[config.mk]
export PLATFORM = sky130hd
export DESIGN_NAME = ycconfig_row
export DESIGN_NICKNAME = d
export VERILOG_FILES = /design/src/rtl/morphle_pkg.sv /design/src/rtl/ycdecode_cell.sv /design/src/rtl/ycconfig_row.sv
export SDC_FILE = /design/constraint.sdc
export NUM_CORES = 1
export LEC_CHECK = 0
export BUFFER_PORTS_ARGS = -buffer_cell sky130_fd_sc_hd__buf_2
export CAP_MARGIN = 5
export CORE_MARGIN = 2
export CORE_UTILIZATION = 54
export CTS_BUF_LIST = sky130_fd_sc_hd__clkbuf_8
export CTS_CLUSTER_SIZE = 25
export DETAILED_ROUTE_END_ITERATION = 16
export GPL_TIMING_DRIVEN = 1
export HOLD_SLACK_MARGIN = 0.15
export PLACE_DENSITY_LB_ADDON = 0.1
export SYNTH_ARGS = -nofsm -noshare
export SYNTH_HDL_FRONTEND = slang
export SYNTH_SLANG_ARGS = --single-unit
[constraint.sdc]
create_clock -name confclk -period 2.2 [get_ports confclk]
set_input_delay 0.11 -clock confclk [delete_from_list [all_inputs] [get_ports confclk]]
set_output_delay 0.11 -clock confclk [all_outputs]
set_load 0.01 [all_outputs]
[src/rtl/morphle_pkg.sv]
// Shared definitions for Morphle Logic row configuration: cell codes,
// loader FSM states and the per-cell code decoder.
package morphle_pkg;

  localparam int unsigned CBITS = 3;

  localparam logic [CBITS-1:0] YC_SPACE = 3'b000;
  localparam logic [CBITS-1:0] YC_PLUS  = 3'b001;
  localparam logic [CBITS-1:0] YC_HBAR  = 3'b010;
  localparam logic [CBITS-1:0] YC_VBAR  = 3'b011;
  localparam logic [CBITS-1:0] YC_ONE   = 3'b100;
  localparam logic [CBITS-1:0] YC_ZERO  = 3'b101;
  localparam logic [CBITS-1:0] YC_X     = 3'b110;
  localparam logic [CBITS-1:0] YC_RSVD  = 3'b111;

  typedef enum logic [1:0] {
    ST_IDLE,
    ST_LOAD,
    ST_COMMIT
  } yc_state_t;

  typedef struct packed {
    logic empty;
    logic hblock;
    logic hbypass;
    logic hmatch0;
    logic hmatch1;
    logic vblock;
    logic vbypass;
    logic vmatch0;
    logic vmatch1;
  } yc_flags_t;

  // Reserved code falls through to the default and behaves as an empty cell.
  function automatic yc_flags_t ycdecode(input logic [CBITS-1:0] code);
    yc_flags_t f;
    f = '0;
    case (code)
      YC_PLUS: ;
      YC_HBAR: f.vblock = 1'b1;
      YC_VBAR: f.hblock = 1'b1;
      YC_ONE: begin
        f.hmatch1 = 1'b1;
        f.vmatch1 = 1'b1;
      end
      YC_ZERO: begin
        f.hmatch0 = 1'b1;
        f.vmatch0 = 1'b1;
      end
      YC_X: begin
        f.hbypass = 1'b1;
        f.vbypass = 1'b1;
      end
      default: f.empty = 1'b1;
    endcase
    return f;
  endfunction

endpackage

[src/rtl/ycdecode_cell.sv]
// Combinational decode of one cell's 3-bit configuration code into its
// nine control flags.
module ycdecode_cell
  import morphle_pkg::*;
(
  input  logic [CBITS-1:0] code,
  output logic             empty,
  output logic             hblock,
  output logic             hbypass,
  output logic             hmatch0,
  output logic             hmatch1,
  output logic             vblock,
  output logic             vbypass,
  output logic             vmatch0,
  output logic             vmatch1
);

  yc_flags_t f;

  always_comb begin
    f       = ycdecode(code);
    empty   = f.empty;
    hblock  = f.hblock;
    hbypass = f.hbypass;
    hmatch0 = f.hmatch0;
    hmatch1 = f.hmatch1;
    vblock  = f.vblock;
    vbypass = f.vbypass;
    vmatch0 = f.vmatch0;
    vmatch1 = f.vmatch1;
  end

endmodule

[src/rtl/ycconfig_row.sv]
// Serial configuration loader for a row of N cells: shift chain under a
// start/valid/ready handshake, atomic commit to a shadow, decoded outputs.
module ycconfig_row
  import morphle_pkg::*;
#(
  parameter int unsigned N = 4
) (
  input  logic         confclk,
  input  logic         reset,
  input  logic         cstart,
  input  logic         cvalid,
  input  logic         cbitin,
  output logic         cready,
  output logic         cbitout,
  output logic         cdone,
  output logic [N-1:0] empty,
  output logic [N-1:0] hblock,
  output logic [N-1:0] hbypass,
  output logic [N-1:0] hmatch0,
  output logic [N-1:0] hmatch1,
  output logic [N-1:0] vblock,
  output logic [N-1:0] vbypass,
  output logic [N-1:0] vmatch0,
  output logic [N-1:0] vmatch1
);

  localparam int unsigned W  = CBITS * N;
  localparam int unsigned CW = $clog2(W + 1);

  yc_state_t       state, state_n;
  logic [W-1:0]    sr, cfg;
  logic [CW-1:0]   cnt;
  logic            shift, clr, last;

  assign last    = (cnt == CW'(W - 1));
  assign cbitout = sr[W-1];

  always_comb begin
    state_n = state;
    cready  = 1'b0;
    cdone   = 1'b0;
    shift   = 1'b0;
    clr     = 1'b0;
    case (state)
      ST_IDLE: begin
        if (cstart) begin
          state_n = ST_LOAD;
          clr     = 1'b1;
        end
      end
      ST_LOAD: begin
        cready = 1'b1;
        if (cstart) begin
          clr = 1'b1;
        end else if (cvalid) begin
          shift = 1'b1;
          if (last) state_n = ST_COMMIT;
        end
      end
      ST_COMMIT: begin
        cdone   = 1'b1;
        state_n = ST_IDLE;
      end
      default: state_n = ST_IDLE;
    endcase
  end

  // The shadow captures the post-shift chain on the same edge that enters
  // COMMIT, so the new decode is already visible while cdone is high.
  always_ff @(posedge confclk or posedge reset) begin
    if (reset) begin
      state <= ST_IDLE;
      sr    <= '0;
      cfg   <= '0;
      cnt   <= '0;
    end else begin
      state <= state_n;
      if (clr)
        cnt <= '0;
      else if (shift)
        cnt <= cnt + CW'(1);
      if (shift)
        sr <= {sr[W-2:0], cbitin};
      if (shift && last)
        cfg <= {sr[W-2:0], cbitin};
    end
  end

  for (genvar k = 0; k < N; k++) begin : g_cell
    ycdecode_cell u_cell (
      .code    (cfg[CBITS*k +: CBITS]),
      .empty   (empty[k]),
      .hblock  (hblock[k]),
      .hbypass (hbypass[k]),
      .hmatch0 (hmatch0[k]),
      .hmatch1 (hmatch1[k]),
      .vblock  (vblock[k]),
      .vbypass (vbypass[k]),
      .vmatch0 (vmatch0[k]),
      .vmatch1 (vmatch1[k])
    );
  end

endmodule
==> run_results.csv, run 1 <==
group,metric,value,unit
timing,setup_slack,0.629,ns
drt,viasPerCell,4.95,
timing,fmaxAchievable,636,MHz
critical_path,end_kind,"flip-flop",
global_route,antenna_found_initial,0,
cts,path_clk_slew,0.06,ns
cts,clock_path_buffers,2,
global_route,grt_usage,15.1,%
yosys,synth_top_area_cell,"dfrtp_1",
final_layout,area_growth,8.19,%
status,status,"completed",
critical_path,regToRegEndpoint,"cfg[8]",
power,vdd_drop_max,640,uV
floorplanning,start_util,56.0,%
cts,cts-root-buf,"clkbuf_8",
yosys,yosysSeqAreaShare,44.2,%
final_layout,num_antenna_cells,0,
drt,avgRoutedWirePerCell,12.1,um
cts,cts_tree,"built",
timing,period_share,71.4,%
placed_design,post-place-cells,202,
cts,cts_sinks,30,
final_layout,stdcell_area,1840,um2
power,switching_power,0.306,mW
cts,cts_made_buffers,5,
critical_path,cp_max_fo,15,
power,p_clk_share,33.5,%
drt,drc,0,
placed_design,routabilityCongestion,0.811,
drt,initialDrtViolationCount,36,
yosys,yosys_warnings,0,
power,power_frac_comb,11.3,%
timing,holdWs,0.451,ns
worst_hold_path,min_path_type,"input port to async pin",
power,p_per_area,705,nW/um2
floorplanning,coreArea,3030,um2
critical_path,ff2ff_path_depth,4,
final_layout,final_core_util,60.6,%
timing,drv_slew,0,
placed_design,dp_slack,0.674,ns
yosys,yosysMostFrequentCell,"buf_4",
placed_design,dp_hpwl,1780,um
yosys,synth_area_leaders,"dfrtp_1 44%, buf_4 16%, mux2_2 15%",
critical_path,path_class,"input port to flip-flop",
yosys,synth_top_area_share,44.2,%
cts,clock_latency,0.27,ns
critical_path,r2r_start,"state[1]",
flow_run,maxCapViolCount,0,
placed_design,port_buffers,43,
floorplanning,dieArea,3610,um2
timing,worst_pin_slew,0.377,ns
power,finalPower,1.29,mW
timing,hold_violations,0,
critical_path,required,2.35,ns
floorplanning,dieHeight,60.1,um
yosys,synth.top_cells.by_count,"37 x buf_4, 30 x dfrtp_1, 23 x mux2_2, 10 x nand2_1",
global_route,grt_pass1_wl,4030,um
critical_path,arrival,1.72,ns
critical_path,cp-start-kind,"input port",
power,cellLeakagePower,0.993,nW
final_layout,fin_cells,214,
drt,dr.pass1.iters,5,
floorplanning,io-pin-count,44,
global_route,grt_pass1_vias,921,
yosys,synth_nets,157,
power,p_seq_share,55.1,%
final_layout,drive_gt1_share,45.9,%
timing,fin_skew,0.00317,ns
critical_path,ff2ff_setup_slack,0.67,ns
cts,ctsHoldBuffers,4,
timing,setup_viol,0,
drt,vias,1059,
cts,post_cts_buffers,0,
yosys,netlist-cell-type-count,24,
power,intPower,0.988,mW
yosys,synth.avg_cell_area,11.2,um2
yosys,synth_flop_cell,"dfrtp_1",
power,swShare,23.6,%
cts,cts_max_level,2,
global_route,grt_max_degree,31,
yosys,syn-cell-area,1700,um2
floorplanning,rows,20,
timing,fin_crit,1.57,ns
drt,wirelength,2580,um
drt,antenna_left,0,
yosys,synth_async_sr_flop_share,100,%
placed_design,postPlaceCellArea,1700,um2
final_layout,finalNetCount,175,
global_route,gr-total-overflow,0,
timing,rsz0062_at_grt,"no",
yosys,ys_ff_latch,30,
timing,fin_setup_tns,0,ns
timing,slew_headroom,74.9,%
floorplanning,die_w,60.1,um
yosys,syn_inst,151,
yosys,synth_edf_count,0,
cts,cts.repair.resized,0,
## flip-flops by register name, summed over array words and instances, names as in the netlist
register	cells
sr	12
cfg	12
cnt	4
state	2
## critical path, cell delays in order
cell           delay, ns
dlygate4sd3_1       0.54
buf_2               0.17
nor4bb_4            0.26
buf_4               0.28
mux2_2              0.36
## layout by cell type (no fill, tap or decap)
cell type,synthesis,layout
o41ai_1,1,1
dfrtp_1,30,30
nor3_2,1,1
nand2_1,10,10
clkbuf_8,0,6
nor4bb_4,0,1
and3b_1,8,8
nor2b_1,2,2
a21o_1,1,1
mux2i_1,2,2
dlygate4sd3_1,0,4
o311ai_0,1,1
ha_1,1,1
xnor2_1,1,1
mux2_1,1,1
nand4b_1,1,1
clkinv_2,0,1
nand2b_1,3,3
buf_4,37,3
nand3_1,4,4
or3_1,4,4
buf_2,0,43
nor2_1,6,6
mux2_2,23,23
inv_1,2,3
nor3b_1,8,8
nand4_1,1,1
## area by class of cell
class                      count  area (um2)
multi-input combinational     80         653
clock inverter                 2        8.76
fill                         254        1190
tap                           44        55.1
inverter                       2        7.51
timing repair buffer          50         278
clock buffer                   6        82.6
sequential                    30         751
## logic make-up (layout without fill, tap and decap cells)
logic type,after synthesis,in the layout,share of synthesized area (%)
AO/OA/AOI/OAI,3,3,1.48
buffers and inverters,41,60,18.1
XOR/XNOR,1,1,0.516
AND/OR/NAND/NOR,49,49,17.8
flip-flops,30,30,44.2
adder cells (fa/ha/maj),1,1,0.737
multiplexers,26,26,17.1
## layer usage
layer	track usage, %	part of all wire (%)	vias to the layer above
met4	5.71	1.4	0
met3	4.55	3.3	5
met2	24.7	50	23
li1	-	-	522
met1	18.6	45	509
met5	0	0	-
## worst max path at each step
stage | cells after the start | startpoint | slack [ns] | endpoint
6_report | 5 | cstart | 0.63 | sr[6]
5_1_grt | 4 | state[1] | 0.54 | cfg[1]
4_1_cts | 5 | cstart | 0.65 | sr[6]
3_5_place_dp | 4 | state[1] | 0.67 | cfg[3]
3_3_place_gp | 4 | state[1] | 0.68 | cfg[9]
2_1_floorplan | 5 | cnt[0] | 0.68 | cfg[0]
## power by group through the flow
stage	Sequential, mW	Clock, mW	Combinational (mW)
finish	0.714	0.434	0.147
floorplan	0.703	0	0.111
global route	0.726	0.473	0.162
detailed placement	0.724	0	0.145
global placement	0.719	0	0.138
CTS	0.714	0.453	0.151
Note: power is estimated with default switching activity, not from simulation.
==> run 2: changes to the inputs <==
Settings changed: ABC_AREA from default to 1, CORE_UTILIZATION 54 to 49.
Clock period 2.2 ns to 1.3 ns, I/O delays scaled along.
==> run 2 against run 1 <==
  * Cell area is 14% higher
  * Total power is 67% higher
  * Critical path depth is 2 higher
  * Non-clock buffer count is 10 higher
  * Via count is 34% higher
  * Wire length is 35% higher
  * Highest routed layer unchanged
  * Clock-buffer cell count is 1 lower
  * First-iteration DRC count is 83% higher
  * Flip-flop and latch count stayed put
  * Setup slack worse by 0.56 ns
  * Combinational power is 43% higher
  * Clock power is 100% higher
==> run_results.csv, run 2 <==
group,metric,value,unit
status,status,"completed",
cts,cts-root-buf,"clkbuf_8",
critical_path,cp_common_cell,"buf_6",
drt,avgRoutedWirePerCell,11.6,um
yosys,synth_top_area_cell,"dfrtp_1",
critical_path,path_class,"flip-flop to flip-flop",
worst_hold_path,min_path_type,"input port to flip-flop",
placed_design,routabilityCongestion,0.769,
yosys,yosys_warnings,0,
timing,drv_slew,0,
timing,worst_pin_slew,0.374,ns
yosys,synth_nets,232,
yosys,syn_inst,226,
power,p_per_area,1040,nW/um2
worst_hold_path,hold_start,"cvalid",
global_route,grt_max_degree,31,
timing,fmaxAchievable,815,MHz
critical_path,regToRegEndpoint,"cfg[1]",
yosys,synth_edf_count,0,
drt,dr.pass1.iters,4,
yosys,synth_flop_cell,"dfrtp_1",
floorplanning,die_w,63.7,um
global_route,grt_pass1_wl,5830,um
floorplanning,rows,21,
timing,hold_violations,0,
final_layout,final_cell_mix,"56 x nand2_1, 43 x buf_2, 25 x dfrtp_1, 22 x inv_1, 18 x nor2_1",
drt,antenna_left,0,
cts,cts_sinks,30,
floorplanning,dieHeight,63.7,um
yosys,ys_ff_latch,30,
yosys,synth_top_area_share,43.0,%
timing,fin_crit,1.23,ns
timing,fin_skew,0.00841,ns
critical_path,ff2ff_path_depth,7,
cts,clock_path_buffers,2,
cts,clock_latency,0.28,ns
yosys,synth_async_sr_flop_share,100,%
yosys,yosysMostFrequentCell,"nand2_1",
critical_path,arrival,1.44,ns
drt,initialDrtViolationCount,66,
critical_path,r2r_start,"cnt[0]",
worst_hold_path,hold_depth,4,
critical_path,cp_max_fo,6,
critical_path,cp_slowest_stage_delay,0.36,ns
final_layout,finalNetCount,258,
floorplanning,io-pin-count,44,
timing,setup_viol,0,
floorplanning,coreArea,3390,um2
placed_design,port_buffers,43,
yosys,syn-cell-area,1750,um2
worst_hold_path,hold-path-endpoint,"state[0]",
timing,rsz0062_at_grt,"yes",
critical_path,ff2ff_setup_slack,0.07,ns
power,cellLeakagePower,1.14,nW
critical_path,end_kind,"flip-flop",
drt,wirelength,3480,um
timing,fin_setup_tns,0,ns
global_route,grt_usage,18.6,%
critical_path,crit_chain,"ha_2 -> inv_2 -> nor3_4 -> buf_6 -> buf_6 -> nand3_2 -> nand2_2",
drt,drc,0,
flow_run,maxCapViolCount,0,
drt,viasPerCell,4.74,
yosys,yosysSeqAreaShare,43.0,%
yosys,synth.avg_cell_area,7.73,um2
final_layout,drive_gt1_share,37.2,%
global_route,grt_pass1_vias,1303,
timing,period_share,94.4,%
yosys,netlist-cell-type-count,18,
final_layout,reg_top3,"cfg: 12 flops, sr: 12 flops, cnt: 4 flops",
critical_path,cp_slowest_cell,"dfrtp_1",
yosys,synth_area_leaders,"dfrtp_1 43%, buf_4 16%, nand2_1 13%",
cts,path_clk_slew,0.06,ns
critical_path,cp-start-kind,"flip-flop",
final_layout,final_common_cell,"nand2_1",
final_layout,area_growth,19.8,%
global_route,gr-total-overflow,0,
power,vdd_drop_max,819,uV
cts,cts_made_buffers,5,
floorplanning,start_util,51.5,%
placed_design,post-place-cells,277,
timing,slew_headroom,75.0,%
cts,cts_tree,"built",
yosys,synth.top_cells.by_count,"61 x nand2_1, 37 x buf_4, 30 x dfrtp_1, 21 x inv_1, 19 x nor2_1",
floorplanning,dieArea,4060,um2
critical_path,required,1.51,ns
final_layout,fin_cells,299,
drt,vias,1418,
global_route,antenna_found_initial,0,
final_layout,num_antenna_cells,0,
placed_design,dp_hpwl,2330,um
cts,cts_max_level,2,
==> run 2: cell type report <==
| type | instances | area [um2] |
|---|---|---|
| repair buffers | 60 | 404 |
| fillers | 311 | 1300 |
| clock buffers | 5 | 68.8 |
| well taps | 46 | 57.6 |
| multi-input cells | 132 | 681 |
| flip-flops and latches | 30 | 757 |
| inverters | 23 | 86.3 |
| clock inverters | 3 | 37.5 |
==> run 2: worst max-delay path, delay by kind of cell (launching register included) <==
family,cells,cell delay (ns)
adders and majority gates,1,0.19
buffers and inverters,3,0.35
DFF,1,0.36
and+or+nand+nor,3,0.25
==> run 2: worst max path at each step <==
stage | startpoint | to | slack [ns] | cells past startpoint
after floorplan | cnt[0] | cfg[0] | 0.07 | 7
after global placement | state[0] | cnt[1] | 0.11 | 5
after detailed placement | state[0] | cnt[1] | 0.05 | 5
after CTS | cnt[0] | cfg[1] | 0.003 | 7
after global routing | cfg[0] | empty[0] | -0.01 | 3
final | cnt[0] | cfg[1] | 0.07 | 7
==> run 2: logic make-up (layout without fill, tap and decap cells) <==
family	after synthesis	count (layout)	share of synthesized area [%]
compound gates	20	20	5.73
fa+ha+maj	1	1	0.716
buf+inv	65	91	23.4
flops	30	30	43.0
simple gates	110	111	27.2
==> run 2: timing repair <==
item                                    4_1_cts  5_1_grt
cloned                                        2        1
pin swaps                                     2        8
hold buffers                                  3        0
endpoints found under the hold margin        35        0
setup buffers                                 1        7
endpoints found under the setup margin        1       40
gates resized for setup                       5       25
==> run 2: power breakdown <==
group | leakage [nW] | internal (mW) | switching, mW
sequential | 0.393 | 1.01 | 0.0649
clock | 0.0607 | 0.556 | 0.320
combinational | 0.686 | 0.0933 | 0.117
==> run 2: metal layers <==
metal	up-vias	GRT usage [%]	routed length, um
li1	718	-	-
met1	655	21.0	1420
met3	6	4.82	157
met2	39	32.9	1850
met4	0	7.88	52
met5	-	0	0
==> run 2: through the flow <==
stage	setup WS [ns]	util (%)	cell area, um2	power, mW	hold WS [ns]
6_report	0.0726	61.7	2090	2.17	0.213
5_1_grt	-0.0128	61.7	2090	2.28	0.231
4_1_cts	0.00341	56.3	1910	2.15	0.201
3_5_place_dp	0.0537	51.3	1740	1.25	0.159
3_3_place_gp	0.115	51.3	1740	1.24	0.149
2_1_floorplan	0.0677	-	1750	1.19	0.156
==> run 3: changes to the inputs <==
Settings changed: CORE_ASPECT_RATIO from default to 1.75.
==> run 3 against run 2 <==
  * Combinational power is 12% lower
  * Wire length is 1.4% lower
  * Clock skew is 0.0038 ns lower
  * Clock-buffer cell count stayed put
  * Sequential power hardly changed
  * Critical endpoint is now cnt[0]
  * Non-clock buffer count is 1 lower
  * Core utilization is 3.1 points lower
  * Maximum frequency is 1.9% lower
  * First-iteration DRC count is 12% lower
  * Cell area is 4.8% lower
  * Via count is 0.99% higher
==> run_results.csv, run 3 (same netlist as run 2, synthesis figures left out) <==
group,metric,value,unit
status,status,"completed",
drt,initialDrtViolationCount,58,
timing,fin_setup_tns,0,ns
critical_path,end_kind,"flip-flop",
drt,viasPerCell,4.82,
timing,hold_violations,0,
timing,holdWs,0.392,ns
placed_design,post-place-cells,276,
critical_path,cp-start-kind,"input port",
critical_path,cp_slowest_stage_delay,0.53,ns
cts,cts_max_level,2,
final_layout,num_antenna_cells,0,
final_layout,reg_top3,"cfg: 12 flops, sr: 12 flops, cnt: 4 flops",
floorplanning,io-pin-count,44,
critical_path,required,1.50,ns
final_layout,multi_input_area,614,um2
critical_path,cp_max_fo,25,
critical_path,arrival,1.45,ns
global_route,grt_usage,16.8,%
critical_path,path_class,"input port to flip-flop",
power,cellLeakagePower,1.12,nW
cts,cts_sinks,30,
final_layout,final_cell_mix,"60 x nand2_1, 43 x buf_2, 24 x dfrtp_1, 20 x inv_1, 19 x nor2_1",
global_route,antenna_found_initial,0,
critical_path,cp_slowest_cell,"dlygate4sd3_1",
global_route,grt_max_degree,31,
timing,fin_skew,0.00459,ns
cts,cts-root-buf,"clkbuf_8",
cts,path_clk_slew,0.06,ns
final_layout,final_common_cell,"nand2_1",
global_route,gr-total-overflow,0,
final_layout,area_growth,14.0,%
drt,avgRoutedWirePerCell,11.5,um
power,p_per_area,1090,nW/um2
critical_path,ff2ff_path_depth,7,
global_route,grt_pass1_vias,1275,
placed_design,port_buffers,43,
placed_design,routabilityCongestion,0.760,
timing,slew_headroom,75.2,%
floorplanning,start_util,51.4,%
floorplanning,dieHeight,83.0,um
flow_run,maxCapViolCount,0,
worst_hold_path,min_path_type,"input port to async pin",
drt,vias,1432,
final_layout,regArea,758,um2
cts,clock_latency,0.28,ns
timing,drv_slew,0,
timing,setup_viol,0,
placed_design,postPlaceCellArea,1740,um2
floorplanning,rows,28,
final_layout,fin_cells,297,
drt,wirelength,3430,um
drt,drc,0,
final_layout,final_core_util,58.6,%
final_layout,n_fill_cell,327,
floorplanning,dieArea,4080,um2
timing,fin_crit,1.25,ns
cts,cts_made_buffers,5,
global_route,grt_pass1_wl,5350,um
critical_path,crit_chain,"dlygate4sd3_1 -> buf_2 -> inv_1 -> nand2_1 -> nor2_4 -> buf_12 -> buf_4 -> nand3_1 -> o21ai_0",
timing,period_share,96.3,%
cts,cts_tree,"built",
timing,rsz0062_at_grt,"yes",
timing,fmaxAchievable,799,MHz
final_layout,drive_gt1_share,32.1,%
timing,setup_slack,0.0487,ns
floorplanning,coreArea,3400,um2
drt,antenna_left,0,
final_layout,stdcell_area,1990,um2
cts,clock_path_buffers,2,
power,finalPower,2.16,mW
timing,worst_pin_slew,0.372,ns
final_layout,finalNetCount,257,
drt,dr.pass1.iters,4,
floorplanning,die_w,49.1,um
placed_design,dp_slack,0.0650,ns
placed_design,dp_hpwl,2360,um
power,vdd_drop_max,1130,uV
-- run 3: report_power, final --
part	internal (mW)	switching [mW]
clock network	0.563	0.346
logic	0.0759	0.109
registers	1.01	0.0575
total	1.65	0.512
-- run 3: area by class of cell --
class                           instances  share of cell area (%)
Clock buffer                            5                    3.46
Tap cell                               45                    2.83
Clock inverter                          3                    2.01
Sequential cell                        30                    38.1
Inverter                               23                    4.34
Multi-Input combinational cell        132                    30.9
Timing Repair Buffer                   59                    18.4
-- run 3: per-layer routing --
| metal | vias to the layer above | global-route usage [%] | part of all wire, % |
|---|---|---|---|
| li1 | 723 | - | - |
| met1 | 662 | 17.4 | 39 |
| met2 | 42 | 30.7 | 55 |
| met3 | 5 | 4.32 | 4.5 |
| met4 | 0 | 7.01 | 1.4 |
| met5 | - | 0 | 0 |
-- run 3: worst max-delay path, delay by kind of cell --
| family | cells | cell delay (ns) |
|---|---|---|
| buffers and inverters | 5 | 1.01 |
| AO/OA/AOI/OAI | 1 | 0.07 |
| AND/OR/NAND/NOR | 3 | 0.30 |
-- run 3: what timing repair did --
| action | 4_1_cts | 5_1_grt |
|---|---|---|
| hold endpoints to repair | 33 | 0 |
| buffers inserted | 0 | 8 |
| hold buffers | 4 | 0 |
| gates resized for setup | 0 | 18 |
| endpoints found under the setup margin | 0 | 28 |
-- run 3: path summary, 6_finish.rpt --
check | endpoint | slack (ns) | start
max | cnt[0] | 0.05 | cstart
min | cfg[7] | 0.39 | reset
max reg2reg | cfg[0] | 0.06 | cnt[0]
min reg2reg | sr[11] | 0.48 | sr[11]
max in group asynchronous | cfg[9] | 0.61 | reset
min in group confclk | sr[11] | 0.48 | sr[11]
